### config.mk
export PLATFORM = sky130hd
export DESIGN_NAME = rx_stream_arbiter
export DESIGN_NICKNAME = d
export VERILOG_FILES = /design/src/rtl/rx_stream_arbiter.sv
export SDC_FILE = /design/constraint.sdc
export NUM_CORES = 1
export LEC_CHECK = 0
export CAP_MARGIN = 5
export CORE_AREA = 3 3 114 116
export CTS_CLUSTER_DIAMETER = 40
export DETAILED_ROUTE_END_ITERATION = 10
export DIE_AREA = 0 0 117 119
export GPL_TIMING_DRIVEN = 0
export MAX_ROUTING_LAYER = met4
export PLACE_DENSITY_LB_ADDON = 0.05
export SLEW_MARGIN = 20
export SYNTH_ARGS = -nofsm -noshare
export SYNTH_HDL_FRONTEND = slang
export SYNTH_SLANG_ARGS = --single-unit
### constraint.sdc
create_clock -name user_clk -period 5.7 [get_ports user_clk]
set_clock_uncertainty 0.15 [all_clocks]
set_input_delay 1.425 -clock user_clk [delete_from_list [all_inputs] [get_ports user_clk]]
set_output_delay 1.425 -clock user_clk [all_outputs]
set_load 0.005 [all_outputs]
### src/rtl/rx_stream_arbiter.sv
// Packet-granular round-robin merge of two 64-bit AXI4-Stream rx sources.
// A grant is held from the first beat through the tlast handshake, so packets never interleave.
module rx_stream_arbiter #(
  parameter int CNT_WIDTH = 32
) (
  input  logic                 user_clk,
  input  logic                 reset,
  input  logic                 arb_enable,
  input  logic [63:0]          s0_axis_tdata,
  input  logic [7:0]           s0_axis_tkeep,
  input  logic                 s0_axis_tvalid,
  input  logic                 s0_axis_tlast,
  output logic                 s0_axis_tready,
  input  logic [63:0]          s1_axis_tdata,
  input  logic [7:0]           s1_axis_tkeep,
  input  logic                 s1_axis_tvalid,
  input  logic                 s1_axis_tlast,
  output logic                 s1_axis_tready,
  output logic [63:0]          m_axis_tdata,
  output logic [7:0]           m_axis_tkeep,
  output logic                 m_axis_tvalid,
  output logic                 m_axis_tlast,
  output logic                 m_axis_tid,
  input  logic                 m_axis_tready,
  output logic [CNT_WIDTH-1:0] pkt_count0,
  output logic [CNT_WIDTH-1:0] pkt_count1,
  output logic                 busy
);

  typedef enum logic {IDLE, STREAMING} state_t;

  state_t state, state_next;
  logic   grant_r, grant_next;
  logic   last_served_r, last_served_next;
  logic   streaming;
  logic   pkt_end;

  assign streaming = (state == STREAMING);
  assign pkt_end   = m_axis_tvalid & m_axis_tready & m_axis_tlast;
  assign busy      = streaming;

  // Datapath always follows grant_r; only valid/ready are gated by state.
  always_comb begin
    m_axis_tdata   = grant_r ? s1_axis_tdata : s0_axis_tdata;
    m_axis_tkeep   = grant_r ? s1_axis_tkeep : s0_axis_tkeep;
    m_axis_tlast   = grant_r ? s1_axis_tlast : s0_axis_tlast;
    m_axis_tid     = grant_r;
    m_axis_tvalid  = streaming & (grant_r ? s1_axis_tvalid : s0_axis_tvalid);
    s0_axis_tready = streaming & ~grant_r & m_axis_tready;
    s1_axis_tready = streaming &  grant_r & m_axis_tready;
  end

  always_comb begin
    state_next       = state;
    grant_next       = grant_r;
    last_served_next = last_served_r;
    case (state)
      IDLE: begin
        if (arb_enable && (s0_axis_tvalid || s1_axis_tvalid)) begin
          state_next = STREAMING;
          if (s0_axis_tvalid && s1_axis_tvalid)
            grant_next = ~last_served_r;
          else
            grant_next = s1_axis_tvalid;
        end
      end
      STREAMING: begin
        if (pkt_end) begin
          state_next       = IDLE;
          last_served_next = grant_r;
        end
      end
      default: state_next = IDLE;
    endcase
  end

  // last_served_r resets to 1 so that port 0 wins the first contested arbitration.
  always_ff @(posedge user_clk or posedge reset) begin
    if (reset) begin
      state         <= IDLE;
      grant_r       <= 1'b0;
      last_served_r <= 1'b1;
      pkt_count0    <= '0;
      pkt_count1    <= '0;
    end else begin
      state         <= state_next;
      grant_r       <= grant_next;
      last_served_r <= last_served_next;
      if (pkt_end && !grant_r)
        pkt_count0 <= pkt_count0 + CNT_WIDTH'(1);
      if (pkt_end && grant_r)
        pkt_count1 <= pkt_count1 + CNT_WIDTH'(1);
    end
  end

endmodule

---- Word level (Yosys, flattened, before mapping) ----
Cells that the tools add are included.
word-level totals
  bits in registers ....................... 67
  bits of input ports ..................... 152
  logic and storage cells ................. 33
operators by class
  add/sub/neg operators ................... 2
  mux-type cells .......................... 8
  bitwise logic cells ..................... 10
  reductions and logical operators ........ 8
operators with widths
  operator               number
  $add 32x1->32 const B  2
  $mux 64                1
  $mux 8                 1
  $and 1x1->1            7
  $mux 1                 5
  $logic_and 1x1->1      4
  $reduce_and 2->1       2
  $not 1->1              3
  $pmux 1 s2             1
  $logic_not 1->1        1
  $logic_or 1x1->1       1

---- Depth between registers and ports, before layout ----
Gate-level depths: netlist of run 1.
  word-level depth ........................ 6
  gate-level depth with buffers ........... 6

---- Worst setup path before layout of run 1 ----
OpenSTA, ideal clock, no wires.
  path type ............................... input to output
  from .................................... in m_axis_tready
  to ...................................... out s0_axis_tready
  arrival ................................. 1684 ps
  data required time ...................... 4125 ps
  slack ................................... 2441 ps
  stages .................................. 2
  cell sequence ........................... nand2_2 -> nor2_1
between the ends
  cells in the longest elaborated chain, start to end .. 1
RTL lines
  element             line  source
  start: declaration  24    input logic m_axis_tready,
  $and 1x1->1         49    s0_axis_tready = streaming & ~grant_r & m_axis_tready;
  end: declaration    13    output logic s0_axis_tready,
No other way between the ends.

---- Final worst setup path of run 1 ----
Ends and elaborated chain as after synthesis.

==> results of run 1 <==
through the flow:
step | instance area (um^2) | worst slack [ns] | total power (uW)
global route | 7500 | 1.13 | 2320
global placement | 7130 | 1.29 | 1580
floorplan | 4010 | 2.44 | 985
finish | 7500 | 1.31 | 2220
CTS | 7500 | 1.28 | 2250
detailed placement | 7150 | 1.31 | 1590
power groups by stage:
stage	Sequential, uW	Combinational (uW)	Clock (uW)
detailed placement	560	1030	0
finish	552	1020	643
floorplan	553	432	0
global placement	558	1020	0
CTS	553	1040	653
global route	557	1090	678
final timing paths:
| check | endpoint | slack (ns) | cells past startpoint |
|---|---|---|---|
| max | s0_axis_tready | 1.31 | 4 |
| min | last_served_r | 0.32 | 2 |
| max reg2reg | pkt_count1[30] | 3.54 | 6 |
| min reg2reg | last_served_r | 0.32 | 2 |
| max in group asynchronous | last_served_r | 3.54 | 3 |
| min in group asynchronous | pkt_count1[25] | 1.26 | 2 |
final cells by class:
class | instances | area [um^2] | share of cell area
buffer | 9 | 36.3 | 0.00484
clock buffer | 10 | 239 | 0.0319
clock inverter | 6 | 113 | 0.0150
inverter | 8 | 32.5 | 0.00434
multi-input combinational | 278 | 2270 | 0.302
sequential | 67 | 1680 | 0.224
tap | 147 | 184 | 0.0245
timing repair buffer | 294 | 2950 | 0.394
registers in the layout (all words and copies together) (netlist names):
register	count
pkt_count0	32
pkt_count1	32
busy	1
last_served_r	1
m_axis_tid	1
routing by layer:
| metal | vias to the layer above | part of all wire | GRT usage |
|---|---|---|---|
| li1 | 1898 | - | - |
| met1 | 1889 | 0.37 | 0.254 |
| met2 | 165 | 0.52 | 0.412 |
| met3 | 15 | 0.095 | 0.0945 |
| met4 | 0 | 0.0089 | 0.0358 |
| met5 | - | 0 | - |
cell usage in the layout, fill, tap and decap left out, drive strengths merged:
cell             n
nor4b            1
nor2b            3
nand2b           1
nand2           29
or2              1
buf              7
a32o             1
xnor2           45
nand3b           1
mux2            75
and3            12
nand4           19
bufinv           3
nor2            13
mux2i            1
clkbuf          13
dfstp            1
clkdlybuf4s50  293
or4              1
and2             3
xor2            17
nand3           28
nor3            13
nor4             4
a21o             1
or3              1
inv              8
clkinv           3
dfrtp           66
ha               2
and4             4
o21ai            2
worst min-delay path, cell delays in order (launching register included):
cell and delay, ns:
dfstp_2 0.37, nand2_1 0.05, nand2_1 0.05
logic make-up after synthesis:
logic type,synth area share
compound gates,0.00686
xor+xnor,0.135
fa+ha+maj,0.00624
buf+inv,0.0165
flops,0.418
mux,0.213
simple gates,0.204
==> metrics.txt, run 1 <==
outcome=finished clean; Setup crit end kind=primary output; worst relative slew slack=0.590; combinational share of power=0.461; worst-path fanout max=7; final period utilization=0.769; Setup CP Type=input pin to primary output; initial drt markers=84; post-synthesis cell type count=37; Top FF cell, synth=dfrtp_1; hold slack final=0.317 ns; cell with the most instances on the worst path=clkdlybuf4s50_1; Resize count post-CTS=0; worst r2r src=pkt_count1[0]; Pwr Density=295 nW/um^2; Initial DRT Pass Iterations=4; worst IR drop on VDD=0.000134 V; Hold Crit Class=register to register; vias in the first global route=4245; Syn Area/Cell=11.1 um^2; Site Rows=40; worst-path cell chain=clkdlybuf4s50_1, nand2_2, nor2_1, clkdlybuf4s50_1; Core Box Area=12000 um^2; max-slew violation count=0; setup bufs post-CTS=0; All-Layer GR Usage=0.235; CP Data Required Time=4.12 ns; sequential fraction of the synthesis area=0.418; minimum clock period=4.39 ns; total CTS buffers=9; Vias=3967; final core occ=0.625; P_sw=611 uW; layout cells sized above 1=0.168; Initial Util=0.334; ys async rst share=1.00; Yosys reg bits=67; Post-synth EDFFs=0; post-DP HPWL=13700 um; Inst Count DP=803; clock latency on the worst-skew pair=0.33 ns; Seq pwr share=0.249; WP buf/inv=2; crit path launch=m_axis_tready; Mapped Area=4010 um^2; Worst-Margin Slew=0.610 ns; top post-synthesis cells by count=mux2_2, dfrtp_1, xnor2_1, nand2_1, nand3_1; switching part of the total power=0.276; critical path startpoint category=input pin; Syn Nets=516; H-Tree Depth=3; final setup fails=0; top area cells in the synthesized netlist=dfrtp_1, mux2_2, xnor2_1; antenna violations before repair=0; Worst path top cell family by delay=buffers and inverters; worst hold start=last_served_r; Worst-path clk slew=0.05 ns; Cell Int Power=1610 uW; first-pass GRT wire length=24100 um; final hold violations=0; Clock Sinks=67; clock network power share=0.290; GP Congestion=0.920; Max stage delay on crit path=0.54 ns; CTS tree=yes; die height=119 um; Die ar.=13900 um^2; YS warnings=0; layout overhead on the synthesized area=87.0%; vias per cell=4.84; DRC Markers=0; Post-Route WL=16200 um; diodes inserted=0; CTS Root Cell=clkbuf_16; Arr. time, crit path=2.81 ns; grt ovf=0; Ports=294; drt wl/cell=19.8 um; setup TNS=0 ns; unrepaired setup endpoints after global routing=false; largest net degree at the start of global routing=44; Post-Synthesis Cells=362; P_leak=0.00306 uW; dominant cell type by area after synthesis=dfrtp_1; top-count cell post-synth=mux2_2; nets@finish=821; max-cap viol count=0; FMAX=0.228 GHz; # hold bufs at CTS=0; slowest cell on the critical path=clkdlybuf4s50_1; # fillers=1028; Die X=117 um; PortBufs=293; CTS Buffer Depth=2; post-route ant nets=0; Post-Layout Cell Count=819; share of the synthesized area in the top cell type=0.412
No activity file was read; power rests on OpenSTA's default activity.
==> run 2: changes to the inputs <==
--- a/config.mk
+++ b/config.mk
@@ -6,10 +6,10 @@
 export NUM_CORES = 1
 export LEC_CHECK = 0
 export CAP_MARGIN = 5
-export CORE_AREA = 3 3 114 116
+export CORE_MARGIN = 3
+export CORE_UTILIZATION = 35
 export CTS_CLUSTER_DIAMETER = 40
 export DETAILED_ROUTE_END_ITERATION = 10
-export DIE_AREA = 0 0 117 119
 export GPL_TIMING_DRIVEN = 0
 export MAX_ROUTING_LAYER = met4
 export PLACE_DENSITY_LB_ADDON = 0.05
==> constraint.sdc (replaced) <==
create_clock -name user_clk -period 4.3 [get_ports user_clk]
set_clock_uncertainty 0.15 [all_clocks]
set_input_delay 1.075 -clock user_clk [delete_from_list [all_inputs] [get_ports user_clk]]
set_output_delay 1.075 -clock user_clk [all_outputs]
set_load 0.005 [all_outputs]
==> run 2 against run 1 <==
Against the previous run: die area is 8.2% lower; non-clock buffer count is the same; design area is 1.2% lower; flip-flop and latch count unchanged; register-to-register slack lost 1.5 ns; clock power is essentially flat; sequential power increased by 33%; critical path depth rose by 1; critical path type is now register to primary output; critical endpoint is now m_axis_tkeep[2]; largest power group unchanged; highest routed layer unchanged.
==> metrics.txt, run 2 (synthesis gave the netlist of run 1 again) <==
critical path startpoint category=register; minimum clock period=4.05 ns; CTS tree=yes; antenna violations before repair=0 (unchanged); combinational share of power=0.500 (+0.039); setup TNS=0 ns (unchanged); initial drt markers=120 (+43%); vias in the first global route=4186 (-1.4%); All-Layer GR Usage=0.261 (+0.0260); worst IR drop on VDD=0.000248 V (+86%); final period utilization=0.941; first-pass GRT wire length=24400 um (+1.2%); Setup CP Type=register to primary output; Initial DRT Pass Iterations=4 (unchanged); final core occ=0.672 (+0.0473); CTS Root Cell=clkbuf_16; switching part of the total power=0.300 (+0.0247); die height=113 um (-5.0%); CTS Buffer Depth=2 (unchanged); Die ar.=12800 um^2 (-8.2%); outcome=finished clean; Post-Route WL=16400 um (+1.3%); Core Box Area=11000 um^2 (-8.2%); FF-to-FF path depth=6 (unchanged); Worst-Margin Slew=0.568 ns (-0.0423 ns); Cell Int Power=1930 uW (+20%); grt ovf=0 (unchanged); max-cap viol count=0 (unchanged); Ports=294 (unchanged); Site Rows=38 (-5.0%); post-route ant nets=0 (unchanged); P_sw=830 uW (+36%); worst relative slew slack=0.618 (+0.0285); Seq pwr share=0.266 (+0.017); commonest non-fill, non-tap cell in the layout=clkdlybuf4s50_1; Die X=113 um (-3.4%); worst-path fanout max=10 (+3); r2r setup slk=2.09 ns (-1.45 ns); Worst-path clk slew=0.06 ns (about the same); nets@finish=821 (unchanged); DRC Markers=0 (unchanged); end point of the critical path=m_axis_tkeep[2]; CP Data Required Time=3.07 ns (-1.05 ns); H-Tree Depth=3 (unchanged); drt wl/cell=20.2 um (+2.2%); Inst Count DP=796 (-0.87%); Setup crit end kind=primary output; total CTS buffers=9 (unchanged); vias per cell=4.92 (+1.5%); diodes inserted=0 (unchanged); final setup fails=0 (unchanged); # hold bufs at CTS=0 (unchanged); commonest non-fill, non-tap cells in the layout=clkdlybuf4s50_1, mux2_2, dfrtp_1, xnor2_1, nand2_1; Vias=3992 (+0.63%); crit path launch=m_axis_tid; Initial Util=0.364 (+0.0297); PortBufs=293 (unchanged); layout overhead on the synthesized area=84.7%; RR Endpoint=pkt_count1[30]; GP Congestion=0.907 (-1.4%); Resize count post-CTS=0 (unchanged); max-slew violation count=0 (unchanged); Arr. time, crit path=2.82 ns (about the same); setup bufs post-CTS=0 (unchanged); clock latency on the worst-skew pair=0.33 ns (about the same); largest net degree at the start of global routing=52 (+18%); largest registers=pkt_count0 x32, pkt_count1 x32; clock network power share=0.234 (-0.056); Hold Crit Class=register to register; FMAX=0.247 GHz; unrepaired setup endpoints after global routing=false; final hold violations=0 (unchanged); worst r2r src=pkt_count1[0]; post-DP HPWL=13900 um (+1.3%); Post-Layout Cell Count=812 (-0.85%); P_leak=0.00302 uW (-1.2%); layout cells sized above 1=0.167 (-0.00149); Pwr Density=373 nW/um^2 (+26%); Clock Sinks=67 (unchanged)
==> run 2: cell types whose count changed in the layout (fill, tap and decap cells not counted) <==
| cell | change |
|---|---|
| buf_12 | -1 |
| clkbuf_8 | -1 |
| clkinv_2 | +4 |
| clkinv_4 | -2 |
| buf_16 | +1 |
| clkbuf_1 | +1 |
| bufinv_16 | -3 |
| clkinvlp_4 | +1 |
==> run 2: area by class of cell <==
type | count | area [um^2]
buffer | 9 | 36.3
clock buffer | 10 | 229
clock inverter | 6 | 32.5
fill | 868 | 3620
inverter | 8 | 32.5
multi-input combinational | 278 | 2270
sequential | 67 | 1680
tap | 140 | 175
timing repair buffer | 294 | 2960
==> run 2: worst min-delay path by stage <==
stage | from | end | slack [ns] | cells past startpoint
CTS | last_served_r | last_served_r | 0.32 | 2
floorplan | last_served_r | last_served_r | 0.29 | 2
global route | last_served_r | last_served_r | 0.34 | 2
detailed placement | last_served_r | last_served_r | 0.31 | 2
global placement | last_served_r | last_served_r | 0.30 | 2
finish | last_served_r | last_served_r | 0.31 | 2
==> run 2: layer usage <==
layer | routed length (um) | GRT usage
met5 | 0 | -
met3 | 1460 | 0.0893
met2 | 8570 | 0.463
met4 | 272 | 0.0585
met1 | 6080 | 0.283
==> run 2: through the flow <==
step | hold WS (ns) | area, um^2 | total power, uW | setup slack [ns]
CTS | 0.317 | 7410 | 2800 | 0.163
global placement | 0.300 | 7120 | 2120 | 0.257
finish | 0.315 | 7410 | 2760 | 0.252
detailed placement | 0.306 | 7150 | 2150 | 0.525
floorplan | 0.289 | 4010 | 1310 | 1.39
global route | 0.336 | 7410 | 2900 | 0.0472
==> run 2: power groups by stage <==
| stage | Clock (uW) | Combinational [uW] | Sequential (uW) |
|---|---|---|---|
| after floorplan | 0 | 573 | 733 |
| after global placement | 0 | 1390 | 739 |
| after detailed placement | 0 | 1400 | 744 |
| after CTS | 659 | 1410 | 735 |
| after global routing | 685 | 1470 | 745 |
| final | 646 | 1380 | 734 |
==> run 2: worst max-delay path: stages (launching register included) <==
cell and delay [ns]:
dfrtp_1 0.34, buf_2 0.22, clkbuf_1 0.47, clkbuf_1 0.51, mux2_2 0.43, clkdlybuf4s50_1 0.52
